### config.mk
export PLATFORM = sky130hd
export DESIGN_NAME = kmer_counter_insert
export DESIGN_NICKNAME = d
export VERILOG_FILES = /design/src/rtl/kmer_pkg.sv /design/src/rtl/sat_field_inc.sv /design/src/rtl/kmer_counter_insert.sv
export SDC_FILE = /design/constraint.sdc
export NUM_CORES = 1
export LEC_CHECK = 0
export BUFFER_PORTS_ARGS = -buffer_cell sky130_fd_sc_hd__buf_2
export CORE_ASPECT_RATIO = 1.25
export CORE_MARGIN = 4
export CORE_UTILIZATION = 30
export DETAILED_ROUTE_END_ITERATION = 10
export SLEW_MARGIN = 30
export SYNTH_ARGS = -nofsm -noshare
export SYNTH_HDL_FRONTEND = slang
export SYNTH_SLANG_ARGS = --single-unit
export TNS_END_PERCENT = 100
### constraint.sdc
create_clock -name clk -period 13.5 [get_ports clk]
set_input_delay 1.35 -clock clk [delete_from_list [all_inputs] [get_ports clk]]
set_output_delay 1.35 -clock clk [all_outputs]
set_load 0.05 [all_outputs]
### src/rtl/kmer_pkg.sv
// Shared widths, bit-array layout, hash record payload and FSM states
// for the k-mer counter insertion writer.
package kmer_pkg;

    localparam int unsigned NUM_KMERS    = 208;
    localparam int unsigned SAT_MAX      = 3;
    localparam int unsigned WORD_W       = 64;
    localparam int unsigned CNT_W        = 8;
    localparam int unsigned BA_H0_W      = 7;
    localparam int unsigned BA_HX_W      = 5;
    localparam int unsigned ADDR_W       = BA_H0_W;
    localparam int unsigned BA_HALF_W    = BA_H0_W + 4 * BA_HX_W;
    localparam int unsigned BA_EVEN_BASE = 0;
    localparam int unsigned BA_ODD_BASE  = 32;

    // Field order matches the bit-array half: h0 in the MSBs, h4 in the LSBs.
    typedef struct packed {
        logic [BA_H0_W-1:0] h0;
        logic [BA_HX_W-1:0] h1;
        logic [BA_HX_W-1:0] h2;
        logic [BA_HX_W-1:0] h3;
        logic [BA_HX_W-1:0] h4;
    } hash_rec_t;

    typedef enum logic [2:0] {
        ST_IDLE,
        ST_ACCEPT,
        ST_READ,
        ST_CAPT,
        ST_WRITE,
        ST_DONE
    } state_t;

endpackage

### src/rtl/sat_field_inc.sv
// Saturating increment of one 2-bit counter field inside a 64-bit SRAM word.
module sat_field_inc
    import kmer_pkg::*;
(
    input  logic [WORD_W-1:0] word_i,
    input  logic [5:0]        off_i,
    output logic [WORD_W-1:0] word_o,
    output logic              sat_o
);

    logic [1:0] field;

    always_comb begin
        field  = word_i[off_i +: 2];
        sat_o  = (field >= 2'(SAT_MAX));
        word_o = word_i;
        if (!sat_o) begin
            word_o[off_i +: 2] = field + 2'd1;
        end
    end

endmodule

### src/rtl/kmer_counter_insert.sv
// Insertion writer: read-modify-write of four 2-bit counters per k-mer and
// packing of the hash record into the bit-array SRAM, two records per word.
module kmer_counter_insert
    import kmer_pkg::*;
(
    input  logic                clk,
    input  logic                reset,
    input  logic                start,
    input  logic                in_valid,
    output logic                in_ready,
    input  logic                in_last,
    input  logic [BA_H0_W-1:0]  LFSR0_data,
    input  logic [BA_HX_W-1:0]  LFSR1_data,
    input  logic [BA_HX_W-1:0]  LFSR2_data,
    input  logic [BA_HX_W-1:0]  LFSR3_data,
    input  logic [BA_HX_W-1:0]  LFSR4_data,
    input  logic [WORD_W-1:0]   dataout1,
    input  logic [WORD_W-1:0]   dataout2,
    input  logic [WORD_W-1:0]   dataout3,
    input  logic [WORD_W-1:0]   dataout4,
    output logic [ADDR_W-1:0]   address,
    output logic                CSB1,
    output logic                WEB1,
    output logic                OEB1,
    output logic [WORD_W-1:0]   datain1,
    output logic [WORD_W-1:0]   datain2,
    output logic [WORD_W-1:0]   datain3,
    output logic [WORD_W-1:0]   datain4,
    output logic [ADDR_W-1:0]   address_ba,
    output logic                CSB1_ba,
    output logic                WEB1_ba,
    output logic [WORD_W-1:0]   datain_ba,
    output logic [CNT_W-1:0]    kmer_count,
    output logic [CNT_W-1:0]    sat_hits,
    output logic                busy,
    output logic                done
);

    state_t                      state_q, state_d;
    hash_rec_t                   rec_q, rec_d;
    logic                        last_q, last_d, par_q, par_d;
    logic [BA_HALF_W-1:0]        pack_q, pack_d;
    logic [ADDR_W-1:0]           address_q, address_d, address_ba_q, address_ba_d;
    logic                        csb1_q, csb1_d, web1_q, web1_d, oeb1_q, oeb1_d;
    logic                        csb1_ba_q, csb1_ba_d, web1_ba_q, web1_ba_d;
    logic [3:0][WORD_W-1:0]      datain_q, datain_d;
    logic [WORD_W-1:0]           datain_ba_q, datain_ba_d;
    logic [CNT_W-1:0]            kmer_count_q, kmer_count_d, sat_hits_q, sat_hits_d;
    logic                        in_ready_q, in_ready_d, busy_q, busy_d, done_q, done_d;

    logic [3:0][WORD_W-1:0]      rd_word, new_word;
    logic [3:0][BA_HX_W-1:0]     idx;
    logic [3:0]                  sat;
    logic [CNT_W:0]              sat_sum;
    logic [CNT_W-1:0]            cnt_inc;
    logic [WORD_W-1:0]           ba_word;

    assign rd_word = {dataout4, dataout3, dataout2, dataout1};
    assign idx     = {rec_q.h4, rec_q.h3, rec_q.h2, rec_q.h1};

    for (genvar k = 0; k < 4; k++) begin : g_inc
        sat_field_inc u_inc (
            .word_i (rd_word[k]),
            .off_i  ({idx[k], 1'b0}),
            .word_o (new_word[k]),
            .sat_o  (sat[k])
        );
    end

    // Even records land in the low half; an odd record completes the word with the held even half.
    always_comb begin
        ba_word = '0;
        ba_word[BA_EVEN_BASE +: BA_HALF_W] = par_q ? pack_q : rec_q;
        if (par_q) begin
            ba_word[BA_ODD_BASE +: BA_HALF_W] = rec_q;
        end
        sat_sum = {1'b0, sat_hits_q} + (CNT_W+1)'(sat[0]) + (CNT_W+1)'(sat[1])
                + (CNT_W+1)'(sat[2]) + (CNT_W+1)'(sat[3]);
        cnt_inc = kmer_count_q + CNT_W'(1);
    end

    always_comb begin
        state_d      = state_q;
        rec_d        = rec_q;
        last_d       = last_q;
        par_d        = par_q;
        pack_d       = pack_q;
        address_d    = address_q;
        address_ba_d = address_ba_q;
        csb1_d       = 1'b1;
        web1_d       = 1'b1;
        oeb1_d       = 1'b1;
        csb1_ba_d    = 1'b1;
        web1_ba_d    = 1'b1;
        datain_d     = datain_q;
        datain_ba_d  = datain_ba_q;
        kmer_count_d = kmer_count_q;
        sat_hits_d   = sat_hits_q;
        in_ready_d   = 1'b0;
        done_d       = done_q;

        unique case (state_q)
            ST_IDLE, ST_DONE: begin
                if (start) begin
                    state_d      = ST_ACCEPT;
                    kmer_count_d = '0;
                    sat_hits_d   = '0;
                    done_d       = 1'b0;
                    in_ready_d   = 1'b1;
                end
            end
            ST_ACCEPT: begin
                in_ready_d = 1'b1;
                if (in_valid) begin
                    state_d    = ST_READ;
                    rec_d      = {LFSR0_data, LFSR1_data, LFSR2_data, LFSR3_data, LFSR4_data};
                    last_d     = in_last;
                    par_d      = kmer_count_q[0];
                    in_ready_d = 1'b0;
                    address_d  = LFSR0_data;
                    csb1_d     = 1'b0;
                    oeb1_d     = 1'b0;
                end
            end
            ST_READ: begin
                state_d = ST_CAPT;
            end
            ST_CAPT: begin
                state_d    = ST_WRITE;
                datain_d   = new_word;
                csb1_d     = 1'b0;
                web1_d     = 1'b0;
                sat_hits_d = sat_sum[CNT_W] ? '1 : sat_sum[CNT_W-1:0];
                if (!par_q) begin
                    pack_d = rec_q;
                end
                if (par_q || last_q) begin
                    csb1_ba_d    = 1'b0;
                    web1_ba_d    = 1'b0;
                    address_ba_d = ADDR_W'(kmer_count_q >> 1);
                    datain_ba_d  = ba_word;
                end
            end
            ST_WRITE: begin
                kmer_count_d = cnt_inc;
                if (last_q || (cnt_inc == CNT_W'(NUM_KMERS))) begin
                    state_d = ST_DONE;
                    done_d  = 1'b1;
                end else begin
                    state_d    = ST_ACCEPT;
                    in_ready_d = 1'b1;
                end
            end
            default: begin
                state_d = ST_IDLE;
            end
        endcase

        busy_d = (state_d == ST_ACCEPT) || (state_d == ST_READ)
              || (state_d == ST_CAPT)   || (state_d == ST_WRITE);
    end

    always_ff @(posedge clk or posedge reset) begin
        if (reset) begin
            state_q      <= ST_IDLE;
            rec_q        <= '0;
            last_q       <= 1'b0;
            par_q        <= 1'b0;
            pack_q       <= '0;
            address_q    <= '0;
            address_ba_q <= '0;
            csb1_q       <= 1'b1;
            web1_q       <= 1'b1;
            oeb1_q       <= 1'b1;
            csb1_ba_q    <= 1'b1;
            web1_ba_q    <= 1'b1;
            datain_q     <= '0;
            datain_ba_q  <= '0;
            kmer_count_q <= '0;
            sat_hits_q   <= '0;
            in_ready_q   <= 1'b0;
            busy_q       <= 1'b0;
            done_q       <= 1'b0;
        end else begin
            state_q      <= state_d;
            rec_q        <= rec_d;
            last_q       <= last_d;
            par_q        <= par_d;
            pack_q       <= pack_d;
            address_q    <= address_d;
            address_ba_q <= address_ba_d;
            csb1_q       <= csb1_d;
            web1_q       <= web1_d;
            oeb1_q       <= oeb1_d;
            csb1_ba_q    <= csb1_ba_d;
            web1_ba_q    <= web1_ba_d;
            datain_q     <= datain_d;
            datain_ba_q  <= datain_ba_d;
            kmer_count_q <= kmer_count_d;
            sat_hits_q   <= sat_hits_d;
            in_ready_q   <= in_ready_d;
            busy_q       <= busy_d;
            done_q       <= done_d;
        end
    end

    assign in_ready   = in_ready_q;
    assign address    = address_q;
    assign CSB1       = csb1_q;
    assign WEB1       = web1_q;
    assign OEB1       = oeb1_q;
    assign datain1    = datain_q[0];
    assign datain2    = datain_q[1];
    assign datain3    = datain_q[2];
    assign datain4    = datain_q[3];
    assign address_ba = address_ba_q;
    assign CSB1_ba    = csb1_ba_q;
    assign WEB1_ba    = web1_ba_q;
    assign datain_ba  = datain_ba_q;
    assign kmer_count = kmer_count_q;
    assign sat_hits   = sat_hits_q;
    assign busy       = busy_q;
    assign done       = done_q;

endmodule

After elaboration in Yosys (flattened, before gate mapping)
Index checks and enable logic that the tools add are counted.
{"block": "op_classes", "reduce_logical": 14, "muxes": 30, "order_cmp": 4, "n_eq_ne": 12, "shift": 12, "n_addsub": 13}
{"cell": "bitwise mux 64 bit", "count": 4}
{"cell": "2-to-1 mux 64 bit", "count": 4}
{"cell": "variable shift 2 x 8 -> 64 bit, first input constant", "count": 4}
{"cell": "variable part select 2 x 8 -> 64 bit", "count": 4}
{"cell": "variable part select 64 x 7 -> 2 bit", "count": 4}
{"cell": "2-to-1 mux 27 bit", "count": 2}
{"cell": "negator 6 -> 8 bit", "count": 4}
{"cell": "one-hot mux 8 bit (2 select lines)", "count": 2}
{"cell": "adder 9 x 1 -> 9 bit", "count": 3}
{"cell": "2-to-1 mux 8 bit", "count": 2}
{"cell": "one-hot mux 3 bit (5 select lines)", "count": 1}
{"cell": "equality test 3 x 2 -> 1 bit, second input constant", "count": 4}
{"cell": "adder 8 x 1 -> 9 bit", "count": 1}
{"cell": "equality test 3 bit, second input constant", "count": 3}
{"cell": "2-to-1 mux 1 bit", "count": 9}
{"cell": "2-to-1 mux 3 bit", "count": 3}
{"cell": "adder 2 x 1 -> 2 bit, second input constant", "count": 4}
{"cell": "adder 8 x 1 -> 8 bit, second input constant", "count": 1}
{"cell": "equality test 8 bit, second input constant", "count": 1}
{"cell": ">= comparator 2 bit, second input constant", "count": 4}
{"cell": "AND reduction 2 bit", "count": 4}
{"cell": "equality test 3 x 1 -> 1 bit, second input constant", "count": 2}
{"cell": "logical OR 1 bit", "count": 5}
{"cell": "!= test 2 bit, second input constant", "count": 2}
{"cell": "other kinds (6)", "count": 8}
{"block": "totals", "input_bits": 288, "elab_cells": 109, "out_inout_bits": 358, "regBits": 399}

Longest topological paths before layout
{"block": "logic_depth", "ltp_word": 9, "ltp_mapped": 19, "ltp_nobuf": 17}

Modules after synthesis
Synthesis repeated with hierarchy kept, for this count alone.
{"block": "unflattened", "cells_unflattened": 3098, "area_unflattened_um2": 26761.9}
{"mod": "kmer_counter_insert", "seq_area_each_um2": 9989.6, "cells_each": 1559, "area_per_inst_um2": 15673.8, "n_inst": 1}
{"mod": "sat_field_inc (g_inc[0].u_inc ...)", "seq_area_each_um2": 0.0, "cells_each": 379, "area_per_inst_um2": 2725.1, "n_inst": 3}
{"mod": "sat_field_inc (g_inc[3].u_inc)", "seq_area_each_um2": 0.0, "cells_each": 402, "area_per_inst_um2": 2912.8, "n_inst": 1}

Worst setup path after synthesis
No wires, ideal clock.
{"block": "synth_timing", "path_type": "input to register", "start": "input port dataout3[59]", "end": "register sat_hits_q[2] (netlist: sat_hits[2])", "setup_slack_ns": 8.520, "n_path_buf": 0, "arrival_ns": 4.859, "setup_time_ns": 0.121, "required_time_ns": 13.379, "stages": 14, "cell_sequence": "mux4_1 mux4_2 mux2_2 ha_1 fa_1 inv_1 fa_1 inv_1 fa_1 and3_1 and3_1 nand3_1 o21ai_0 a22o_1"}
{"block": "synth_via", "elab_chain_len": 6}
{"item": "start, declared", "line": "kmer_counter_insert.sv:19", "source": "input logic [WORD_W-1:0] dataout3,"}
{"item": "variable part select 64 x 7 -> 2 bit", "line": "sat_field_inc.sv:14", "source": "field = word_i[off_i +: 2];"}
{"item": ">= comparator 2 bit", "line": "sat_field_inc.sv:15", "source": "sat_o = (field >= 2'(SAT_MAX));"}
{"item": "adder 9 x 1 -> 9 bit (2 in a row)", "line": "kmer_counter_insert.sv:78", "source": "+ (CNT_W+1)'(sat[2]) + (CNT_W+1)'(sat[3]);"}
{"item": "2-to-1 mux 8 bit", "line": "kmer_counter_insert.sv:133", "source": "sat_hits_d = sat_sum[CNT_W] ? '1 : sat_sum[CNT_W-1:0];"}
{"item": "one-hot mux 8 bit (2 select lines)", "line": "kmer_counter_insert.sv:102", "source": "unique case (state_q)"}
{"item": "end signal, assigned", "line": "kmer_counter_insert.sv:200", "source": "sat_hits_q <= sat_hits_d;"}
{"item": "end, declared", "line": "kmer_counter_insert.sv:48", "source": "logic [CNT_W-1:0] kmer_count_q, kmer_count_d, sat_hits_q, sat_hits_d;"}
Every way passes these cells.
A chain may end at the register's enable or synchronous reset.

Worst setup path after layout
{"block": "layout_timing", "start": "register rec_q (netlist bit idx[11])", "end": "register sat_hits_q[3] (netlist: sat_hits[3])"}
{"block": "layout_via", "elab_chain_len": 6}
{"item": "start, declared", "line": "kmer_counter_insert.sv:40", "source": "hash_rec_t rec_q, rec_d;"}
{"item": "start signal, assigned", "line": "kmer_counter_insert.sv:186", "source": "rec_q <= rec_d;"}
{"item": "variable part select 64 x 7 -> 2 bit", "line": "sat_field_inc.sv:14"}
{"item": ">= comparator 2 bit", "line": "sat_field_inc.sv:15"}
{"item": "adder 9 x 1 -> 9 bit (2 in a row)", "line": "kmer_counter_insert.sv:78"}
{"item": "2-to-1 mux 8 bit", "line": "kmer_counter_insert.sv:133"}
{"item": "one-hot mux 8 bit (2 select lines)", "line": "kmer_counter_insert.sv:102"}
Every way passes these cells.

==> impl_results.md <==
- Final TNS setup: 0 ns
- Worst Path Arrival: 5.84 ns
- Cells after Synth: 2263
- Fin. max-slew vios: 0
- Ports: 646
- P per Cell Area: roughly 320 mW/mm²
- Worst Setup SP: idx[11]
- Top post-synthesis cells by area: dfrtp_1 (44%), mux2i_1 (9.4%), mux4_2 (5.5%), o21ai_0 (5.1%), nand2_1 (5.1%)
- Critical Path Fanout Max: 19
- Synth-to-Final Area Change: 24.5%
- Status: completed
- Die W: 253 µm
- Achievable Freq: around 0.19 GHz
- Via Count: about 21000
- Reg2reg start: idx[11]
- Leading area contributor after synthesis: dfrtp_1
- RSZ-0062 raised after global routing: no
- End of the critical path: sat_hits[3]
- WHS: 0.475 ns
- Type of the worst setup path: flip-flop to flip-flop
- Synth top area share: 43.9%
- Synthesized cell area: 0.0225 mm²
- Startpoint class of the critical path: flip-flop
- Initial DRC count: 1948
- Initial Util: 30.2%
- Fill cells: 7581
- Gr ovfl total: 0
- Syn_area_per_cell: a little under 10 µm²
- Top-count cell post-synth: dfrtp_1
- Maximum VDD drop: 0.171 mV
- Pwr Total: between 9 and 10 mW
- Fin. Hold Viols: 0
- Top FF cell, synth: dfrtp_1
- GRT Resource Usage Total: a little under a quarter
- Commonest cells in the netlist: dfrtp_1 (395), nand2_1 (304), o21ai_0 (229), mux2i_1 (211), nor2_1 (202)
- Hold-fix buffers at CTS: 0
- # port buffers: 635
- Post-CTS setup buffer count: 0
- CTS tree: built
- Layout cells sized above 1: 33.0%
- Die Area: just under 0.08 mm²
- Number of global-route vias before repair: 20459
- Fin util: 37.6%
- Slew HR: about a quarter
- Slew @ Worst Pin: 1.15 ns
- R2R cell count: 17
- CTS root buf: clkbuf_16
- Site Rows: 112
- Static leakage: 12.7 nW
- Register area: around 0.010 mm²
- DP Wirelength: 75600 µm
- First-pass GRT wire length: between 100000 and 150000 µm
- Inserted Clock Buffers: 46
- Area of the multi-input gates: around 0.012 mm²
- Drt total wl: a little under 100000 µm
- GP Congestion: between 0.9 and 1
- Period Utilization, post-route: 39.6%
- Sequential share of the synthesized area: 44.4%
- Max Cap Viol: 0
- Critical R2R Capture: sat_hits[3]
- Cts repair resizes: 0
- CTS max path bufs: 3
- Critical path required time: 13.99 ns
- Clock-pin slew on the worst setup and hold paths: roughly 0.070 ns
- Die H: 314 µm
- Clk Latency, worst-skew pair: approximately 0.6 ns
- FF+latch count, synth: 399
- Synth warn: 0
- Post-synth EDFFs: 0
- DR DRC count: 0
- Post-DRT Antenna Nets: 0
- Core Area: 0.0746 mm²
- # H-tree levels: 2
- Minimum clock period: 5.35 ns
- Detail-routed net length per standard cell: 25.9 µm
- NumNets Final: between 3000 and 4000
- Post-route clock skew: between 0.015 and 0.02 ns
- First-pass DRT Iterations: 6
- Largest net degree at the start of global routing: 204
- Setup-failing EPs final: 0
- Antenna violations before repair: 11
- Via density: 5.47
- Netlist cell types: 105
- Fraction of registers with async set or reset after synthesis: 100%
- CTS Sinks: about 400
- R2R setup slack: approximately 8 ns
- Min-Delay Path Class: flip-flop to flip-flop
- Critical path capture point type: flip-flop
-- worst max-delay path, stage by stage, from the launching register on --
cell	delay (ns)
dfrtp_1	0.71
buf_4	0.40
mux2i_1	0.23
mux4_1	0.42
o32ai_2	0.19
a311oi_4	0.66
inv_4	0.07
ha_1	0.36
fa_1	0.48
inv_1	0.09
fa_1	0.19
inv_1	0.06
fa_1	0.43
and3_1	0.21
and3_1	0.22
nand3_1	0.17
o21ai_0	0.13
a22o_1	0.24
-- power breakdown --
part | internal (mW) | total, mW | switching, mW
Clock | 0.706 | 1.27 | 0.566
Combinational | 1.49 | 5.64 | 4.15
Sequential | 1.73 | 2.14 | 0.412
-- layout by cell type (no fill, tap or decap), types with 14 or more instances in the layout --
cell type	netlist	layout
or3_1	17	17
mux2_2	67	67
dfrtp_1	395	392
o21ai_1	27	26
inv_1	32	30
buf_4	23	25
ha_1	22	22
a22o_1	32	32
clkbuf_16	0	46
nor2b_1	21	21
a2bb2oi_1	27	27
nand3_1	62	62
a31oi_1	32	32
nor2_1	202	202
a21oi_1	63	63
nand2_1	304	304
mux2i_1	211	211
o21ai_0	229	229
nand2b_1	19	19
and3_1	14	14
nor3_1	25	25
buf_2	28	635
mux4_2	55	55
and2_1	15	14
o22ai_1	25	25
-- cells by family after synthesis --
kind of cell / Yosys count / synth area share (%)
AND/OR/NAND/NOR: 760 / 15.6
AO/OA/AOI/OAI: 518 / 14.8
flip-flops: 399 / 44.4
multiplexers: 337 / 18.6
buffers and inverters: 209 / 4.37
adder cells (fa/ha/maj): 25 / 1.49
XOR/XNOR: 14 / 0.728
other: 1 / 0.0167
-- registers in the layout, indices dropped and copies added (netlist names), 8 cells and up --
signal	count
pack_q	27
datain1	64
datain3	64
datain_ba	54
kmer_count	8
idx	20
datain4	64
datain2	64
sat_hits	8
-- how the worst min path moves through the flow --
stage	startpoint	endpoint	slack, ns	cells after the start
floorplan	pack_q[0]	pack_q[0]	0.48	1
global placement	datain1[57]	datain1[57]	0.46	2
detailed placement	datain4[0]	datain4[0]	0.46	2
CTS	datain4[0]	datain4[0]	0.48	2
global route	datain1[19]	datain1[19]	0.49	2
finish	datain4[0]	datain4[0]	0.47	2
-- final cells by class --
cell class	count	area share (%)
antenna	12	0.107
clock buffer	64	4.67
clock inverter	19	0.692
inverter	36	0.554
multi-input combinational	1664	41.4
sequential	399	35.7
tap	969	4.33
timing repair buffer	667	12.5
-- metrics by stage --
| step | setup slack, ns | area (µm²) | cells |
|---|---|---|---|
| after floorplan | 1.06 | 22500 | 2272 |
| after global placement | 7.86 | 26400 | 3732 |
| after detailed placement | 7.82 | 26400 | 3733 |
| after CTS | 8.21 | 27900 | 3816 |
| after global routing | 7.89 | 28000 | 3824 |
| final | 8.15 | 28000 | 3830 |
-- per-layer routing --
metal,vias to the layer above,track usage (%),part of all wire (%)
met5,-,0,0.035
met2,1162,38.8,47
met3,258,5.70,8.7
li1,9227,-,-
met1,10284,30.1,39
met4,6,10.3,5.2
Power figures use the tool's default switching activity.
